$ cat src/rtl/fetch_unit.sv
// -----------------------------------------------------------------------------
// fetch_unit
//
// Instruction fetch stage. It issues one word-aligned request at a time to the
// instruction memory, waits for the read data, and passes the returned word and
// its address to decode. A one-entry buffer holds a returned word while decode
// is stalled. Redirects (branch, jump or flush) abandon the work in progress
// and restart fetching at the new target.
//
// Parameters
//   XLEN       datapath and PC width
//   RESET_PC   first fetch address after reset
//   NOP_INSTR  instruction presented to decode on bubbles
//
// Ports
//   clk             sole clock, rising edge
//   rst_n           asynchronous, active-low reset
//   imem_req        fetch request valid
//   imem_addr       fetch address, always word aligned
//   imem_gnt        memory accepted the request this cycle
//   imem_rvalid     memory read data valid
//   imem_rdata      returned instruction word
//   redirect_valid  redirect request; overrides stall
//   redirect_pc     redirect target (low two bits ignored)
//   stall           decode is not accepting; hold id outputs
//   id_valid        id_instr / id_pc hold a real instruction
//   id_instr        instruction for decode
//   id_pc           address of id_instr
// -----------------------------------------------------------------------------
module fetch_unit #(
  parameter int              XLEN      = 32,
  parameter logic [XLEN-1:0] RESET_PC  = 32'h0000_0000,
  parameter logic [31:0]     NOP_INSTR = 32'h0000_0013
) (
  input  logic            clk,
  input  logic            rst_n,
  output logic            imem_req,
  output logic [XLEN-1:0] imem_addr,
  input  logic            imem_gnt,
  input  logic            imem_rvalid,
  input  logic [31:0]     imem_rdata,
  input  logic            redirect_valid,
  input  logic [XLEN-1:0] redirect_pc,
  input  logic            stall,
  output logic            id_valid,
  output logic [31:0]     id_instr,
  output logic [XLEN-1:0] id_pc
);

  typedef enum logic [1:0] {
    S_REQ,
    S_WAIT,
    S_HOLD
  } state_t;

  localparam logic [XLEN-1:0] ALIGN_MASK = ~(XLEN'(3));

  state_t          state, state_next;
  logic [XLEN-1:0] pc, pc_next;
  logic            kill, kill_next;
  logic [31:0]     buf_instr, buf_instr_next;
  logic [XLEN-1:0] buf_pc, buf_pc_next;
  logic            id_valid_next;
  logic [31:0]     id_instr_next;
  logic [XLEN-1:0] id_pc_next;

  logic [XLEN-1:0] pc_plus4;
  logic [XLEN-1:0] redirect_target;

  // Wraps naturally modulo 2^XLEN.
  assign pc_plus4        = pc + XLEN'(4);
  assign redirect_target = redirect_pc & ALIGN_MASK;

  // Request outputs depend only on registered state (rst_n gating keeps the
  // request low while reset is held); never on the memory response.
  assign imem_req  = rst_n && (state == S_REQ);
  assign imem_addr = pc & ALIGN_MASK;

  // Next-state and datapath decisions.
  always_comb begin
    state_next     = state;
    pc_next        = pc;
    kill_next      = kill;
    buf_instr_next = buf_instr;
    buf_pc_next    = buf_pc;
    id_valid_next  = id_valid;
    id_instr_next  = id_instr;
    id_pc_next     = id_pc;

    // Unstalled decode sees a bubble unless something is delivered below.
    if (!stall) begin
      id_valid_next = 1'b0;
      id_instr_next = NOP_INSTR;
    end

    case (state)
      S_REQ: begin
        if (redirect_valid) begin
          pc_next = redirect_target;
          // A request granted in the same cycle is for the old address; its
          // response must be thrown away.
          if (imem_gnt) begin
            state_next = S_WAIT;
            kill_next  = 1'b1;
          end
        end else if (imem_gnt) begin
          state_next = S_WAIT;
        end
      end

      S_WAIT: begin
        if (imem_rvalid) begin
          if (redirect_valid || kill) begin
            state_next = S_REQ;
            kill_next  = 1'b0;
          end else if (stall) begin
            buf_instr_next = imem_rdata;
            buf_pc_next    = pc;
            state_next     = S_HOLD;
          end else begin
            id_valid_next = 1'b1;
            id_instr_next = imem_rdata;
            id_pc_next    = pc;
            pc_next       = pc_plus4;
            state_next    = S_REQ;
          end
        end else if (redirect_valid) begin
          // Response still in flight; remember to discard it.
          kill_next = 1'b1;
        end
        if (redirect_valid) begin
          pc_next = redirect_target;
        end
      end

      S_HOLD: begin
        if (redirect_valid) begin
          pc_next    = redirect_target;
          state_next = S_REQ;
        end else if (!stall) begin
          id_valid_next = 1'b1;
          id_instr_next = buf_instr;
          id_pc_next    = buf_pc;
          pc_next       = pc_plus4;
          state_next    = S_REQ;
        end
      end

      default: begin
        state_next = S_REQ;
      end
    endcase

    // Redirect flushes decode even when it is stalled.
    if (redirect_valid) begin
      id_valid_next = 1'b0;
      id_instr_next = NOP_INSTR;
    end
  end

  // State and datapath registers.
  always_ff @(posedge clk or negedge rst_n) begin
    if (!rst_n) begin
      state     <= S_REQ;
      pc        <= RESET_PC & ALIGN_MASK;
      kill      <= 1'b0;
      buf_instr <= '0;
      buf_pc    <= '0;
      id_valid  <= 1'b0;
      id_instr  <= NOP_INSTR;
      id_pc     <= '0;
    end else begin
      state     <= state_next;
      pc        <= pc_next;
      kill      <= kill_next;
      buf_instr <= buf_instr_next;
      buf_pc    <= buf_pc_next;
      id_valid  <= id_valid_next;
      id_instr  <= id_instr_next;
      id_pc     <= id_pc_next;
    end
  end

endmodule

$ cat config.mk
export PLATFORM = sky130hd
export DESIGN_NAME = fetch_unit
export DESIGN_NICKNAME = d
export VERILOG_FILES = /design/src/rtl/fetch_unit.sv
export SDC_FILE = /design/constraint.sdc
export NUM_CORES = 1
export LEC_CHECK = 0
export ABC_AREA = 1
export BUFFER_PORTS_ARGS = -buffer_cell sky130_fd_sc_hd__buf_2
export CAP_MARGIN = 5
export CORE_MARGIN = 5
export CORE_UTILIZATION = 59
export DETAILED_ROUTE_END_ITERATION = 10
export PLACE_DENSITY = 0.85
export RECOVER_POWER = 25
export REMOVE_ABC_BUFFERS = 1
export SYNTH_ARGS = -nofsm -noshare
export SYNTH_HDL_FRONTEND = slang
export SYNTH_SLANG_ARGS = --single-unit
$ cat constraint.sdc
create_clock -name clk -period 3.1 [get_ports clk]
set_clock_uncertainty 0.15 [all_clocks]
set_input_delay 0.31 -clock clk [delete_from_list [all_inputs] [get_ports clk]]
set_output_delay 0.31 -clock clk [all_outputs]
set_load 0.02 [all_outputs]
Yosys cells after proc, flatten, opt, wreduce, memory -nomap -nowiden --
Index checks and enable logic that the tools add are counted.
Word-level totals: flip-flop bits (word level) 164, input port bits 70, word-level logic and storage cells 73
Cells by class: $add $sub $neg 1, equality and inequality tests 13, multiplexer cells 39, bitwise logic cells 1, reduce and logical (&&, ||, !) cells 11
Operator list (count):
- $mux W32 | 17
- $pmux W32 S2 | 2
- $pmux W32 S3 | 1
- $add A32 B3 Y32 const B | 1
- $ne A2 B2 Y1 const B | 7
- $mux W2 | 6
- $ne A3 B3 Y1 const B | 4
- $mux W1 | 10
- $reduce_and A4 Y1 | 2
- $pmux W2 S3 | 1
- $reduce_and A6 Y1 | 1
- $reduce_and A5 Y1 | 1
- $pmux W1 S2 | 2
- $reduce_bool A2 Y1 | 2
- $reduce_and A3 Y1 | 1
- $reduce_bool A3 Y1 | 1
- $eq A2 B1 Y1 const B | 1
- $eq A2 B2 Y1 const B | 1
- $logic_not A2 Y1 | 1
- $logic_and A1 B1 Y1 | 1
- $logic_or A1 B1 Y1 | 1
- $not A1 Y1 | 1

Logic depth before layout (Yosys ltp) --
depth in word-level cells 6, mapped depth 12, mapped depth without buffers 11

Worst setup path before layout --
OpenSTA, ideal clock, no wires.
path kind register -> register, start register pc[3], end register pc[28], setup time 0.117 ns, arrival time 1.544 ns, required time 2.833 ns, path slack 1.289 ns, stages on the path, launching flop included 11, path buffers 0, cell sequence dfrtp_1 > ha_1 > nand2_1 > nor2_1 > nand2_1 > nor2_1 > nand2_1 > nand2_1 > nand3_1 > nand2_1 > nand2_1
On the way: word-level cells in the longest chain between the ends 6, elaborated cells between the ends (all ways) 7, classes of those cells add/sub: 1; mux: 6
Ends and longest elaborated chain:
- start, declared | RTL line 59 | logic [XLEN-1:0] pc, pc_next;
- start signal, assigned | RTL line 165 | pc <= RESET_PC & ALIGN_MASK;
- start signal, assigned | RTL line 174 | pc <= pc_next;
- $add A32 B3 Y32 (*) | RTL line 71 | assign pc_plus4 = pc + XLEN'(4);
- $mux W32 (*) | RTL line 116, 140
- $mux W32 | RTL line 113 | if (redirect_valid || kill) begin
- $mux W32 | RTL line 112 | if (imem_rvalid) begin
- $mux W32 | RTL line 131 | if (redirect_valid) begin
- $pmux W32 S3 (*) | RTL line 96 | case (state)
Every way passes the cells marked *; elsewhere a longest branch is shown, timed or not. The select of a mux whose other input is x is not followed. A chain may end at the register's enable or synchronous reset.

Worst setup path after layout --
start input rst_n, end output imem_req
On the way: word-level cells in the longest chain between the ends 1
Ends and longest elaborated chain:
- start, declared | RTL line 36 | input logic rst_n,
- $logic_and A1 B1 Y1 | RTL line 76 | assign imem_req = rst_n && (state == S_REQ);
- end, declared | RTL line 37 | output logic imem_req,
Every way passes these cells.

==> run_results.csv <==
group,metric,value,unit
worst_setup_path,crit_fanout,46,
finish,final_cell_area,9480,um^2
timing,rsz0062_at_grt,"false",
floorplanning,rows,42,
yosys,seq_area_frac_synth,50.0,%
finish,post-route-util,71.9,%
timing,setup_slack,0.522,ns
yosys,synth_flop_cell,"dfrtp_1",
detailed_routing,via_per_inst,5.37,
floorplanning,die_w,126,um
placed_design,dpl.hpwl,13.9,mm
floorplanning,die_area,15800,um^2
timing,max_freq,0.388,GHz
placed_design,port_buffers,161,
floorplanning,die_y,126,um
pwr,peakVddDrop,656,uV
job,max_cap_viol_count,0,
worst_setup_path,worst-setup-path-type,"primary input to output port",
hold_path,hold_class,"primary input to flip-flop",
floorplanning,start_util,60.0,%
pwr,powerDensity,1040,nW/um^2
placed_design,dpl_cell_area,8820,um^2
timing,min_period,2.58,ns
yosys,yosysTopAreaCell,"dfrtp_1",
clock_tree,clkLatencyLatePin,0.42,ns
worst_setup_path,cp-end-kind,"output port",
worst_setup_path,crit_start,"rst_n",
global_route,grt_start_max_net_pins,122,
placed_design,dp_cells,1354,
finish,antenna_cells,0,
detailed_routing,dr.pass1.iters,6,
detailed_routing,postRouteWirelength,20.9,mm
timing,fin_crit_sh,83.2,%
global_route,first_global_vias,7078,
status,status,"completed",
clock_tree,cts_max_path_buffers,2,
worst_setup_path,reg2reg_depth,7,
yosys,yosysUniqueCellTypes,31,
timing,worst_pin_slew,1.23,ns
clock_tree,clk_pin_slew,0.06,ns
finish,nNetsFinal,1279,
yosys,synth-edff-count,0,
timing,setup_tns,0,ns
yosys,ys_ff_latch,158,
yosys,synthCells,1058,
clock_tree,root_buffer,"clkbuf_16",
floorplanning,io_pins,168,
detailed_routing,wl_per_cell,15.0,um
finish,regArea,3960,um^2
worst_setup_path,critPathArrivalTime,2.12,ns
clock_tree,cts_resized,0,
detailed_routing,drc,0,
global_route,antenna_found_initial,1,
worst_setup_path,rr_endpoint,"buf_instr[0]",
worst_setup_path,cp.required,2.64,ns
global_route,gr-total-overflow,0,
global_route,grt.total_usage,26.8,%
pwr,p_leak,4.68,nW
clock_tree,cts_tree,"done",
yosys,synth_top_area_share,49.0,%
worst_setup_path,crit_path_start_kind,"primary input",
timing,holdWs,0.0121,ns
finish,fill_cells,1051,
clock_tree,cts_buffers,17,
finish,area_growth,19.9,%
detailed_routing,via_count,7471,
placed_design,preCtsSetupSlack,0.603,ns
floorplanning,design.core.area,13200,um^2
worst_setup_path,reg2reg_from,"state[1]",
clock_tree,h-tree-depth,4,
yosys,synth-async-reset-ratio,100,%
timing,relSlewSlack,18.2,%
finish,multi_input_comb_area,3380,um^2
finish,post_route_cells_drive_above_1_share,18.3,%
timing,final-setup-viol-count,0,
finish,fin_cells,1392,
placed_design,place_congestion,0.856,
global_route,grt_pass1_wl,34.8,mm
detailed_routing,dr.first_iter.drc_count,871,
yosys,netlist_area,7910,um^2
worst_setup_path,crit_end,"imem_req",
clock_tree,cts.sinks,158,
timing,hold_viol,0,
pwr,fin_total_pwr,9.87,mW
timing,slew_viol_final,0,
worst_setup_path,r2r_slack,0.59,ns
yosys,synthTopCellsByArea,"dfrtp_1, nand2_1, o21ai_0",
yosys,syn_area_per_cell,7.48,um^2
yosys,yosysWarnings,0,
detailed_routing,antenna_left,0,
==> synth_stat cells, types with 2 or more instances <==
library cell and instances:
a21oi_1 36, a21oi_2 2, a31oi_1 35, buf_2 22
buf_4 9, buf_6 2, clkbuf_1 25, dfrtp_1 155
dfstp_2 3, ha_1 6, inv_1 82, mux2_2 3
nand2_1 371, nand3_1 40, nand4_1 3, nor2_1 123
nor2_2 2, nor3_1 4, o211ai_1 5, o21ai_0 111
o21ai_1 5, or2_2 3, xor2_1 3
==> report_power, final <==
part | switching, mW | internal (mW) | leakage (nW) | total [mW]
sequential | 0.724 | 2.92 | 1.98 | 3.64
combinational | 2.75 | 1.32 | 2.41 | 4.07
clock | 0.824 | 1.33 | 0.294 | 2.16
==> layout make-up <==
| class | count | share of cell area, % |
|---|---|---|
| repair buffers | 181 | 10.5 |
| flip-flops and latches | 158 | 41.7 |
| multi-input cells | 761 | 35.7 |
| clock inverters | 9 | 1.40 |
| clock buffers | 23 | 5.04 |
| well taps | 176 | 2.32 |
| inverters | 84 | 3.35 |
==> worst min path at each step <==
stage,from,end,slack [ns],cells after the start
5_1_grt,imem_rdata[31],buf_instr[31],0.009,3
4_1_cts,imem_rdata[14],buf_instr[14],0.0007,3
3_5_place_dp,rst_n,id_instr[8],0.11,1
2_1_floorplan,rst_n,buf_instr[0],-0.14,0
6_report,redirect_pc[3],pc[3],0.01,3
3_3_place_gp,rst_n,id_instr[8],0.11,1
==> flip-flops by register name, indices dropped and copies added, names as in the netlist <==
| signal | flops |
|---|---|
| id_instr | 32 |
| id_valid | 1 |
| id_pc | 30 |
| kill | 1 |
| state | 2 |
| buf_pc | 30 |
| buf_instr | 32 |
| pc | 30 |
==> kinds of logic (layout without fill, tap and decap cells) <==
kind of cell,Yosys count,after routing,share of synthesized area (%)
other cells,1,4,0.0474
fa+ha+maj,6,6,0.949
xor+xnor,3,3,0.332
compound gates,196,196,13.3
simple gates,549,549,27.2
mux,3,3,0.427
buf+inv,142,297,7.73
flops,158,158,50.0
==> layer usage <==
metal / routed length, um / global-route usage (%)
met5: 13 / 0
met4: 330 / 7.38
met3: 1820 / 7.07
met2: 10000 / 44.2
met1: 8750 / 35.4
==> repair_timing <==
| action | 4_1_cts | 5_1_grt |
|---|---|---|
| endpoints found under the hold margin | 48 | 0 |
| hold buffers | 6 | 0 |
| buffers inserted | 0 | 0 |
==> cell usage in the layout, fill, tap and decap left out, types with 17 or more instances in the layout <==
cell type / synthesis / final
dfrtp_1: 155 / 155
o21ai_0: 111 / 111
nand3_1: 40 / 39
inv_1: 82 / 82
nand2_1: 371 / 371
buf_2: 22 / 160
clkbuf_16: 0 / 17
a21oi_1: 36 / 36
nor2_1: 123 / 123
a31oi_1: 35 / 35
==> critical path: stages <==
cell	delay [ns]
dlygate4sd3_1	0.52
clkbuf_2	0.89
nand2_1	0.11
inv_1	0.08
buf_2	0.16
No activity file was read; power rests on OpenSTA's default activity.
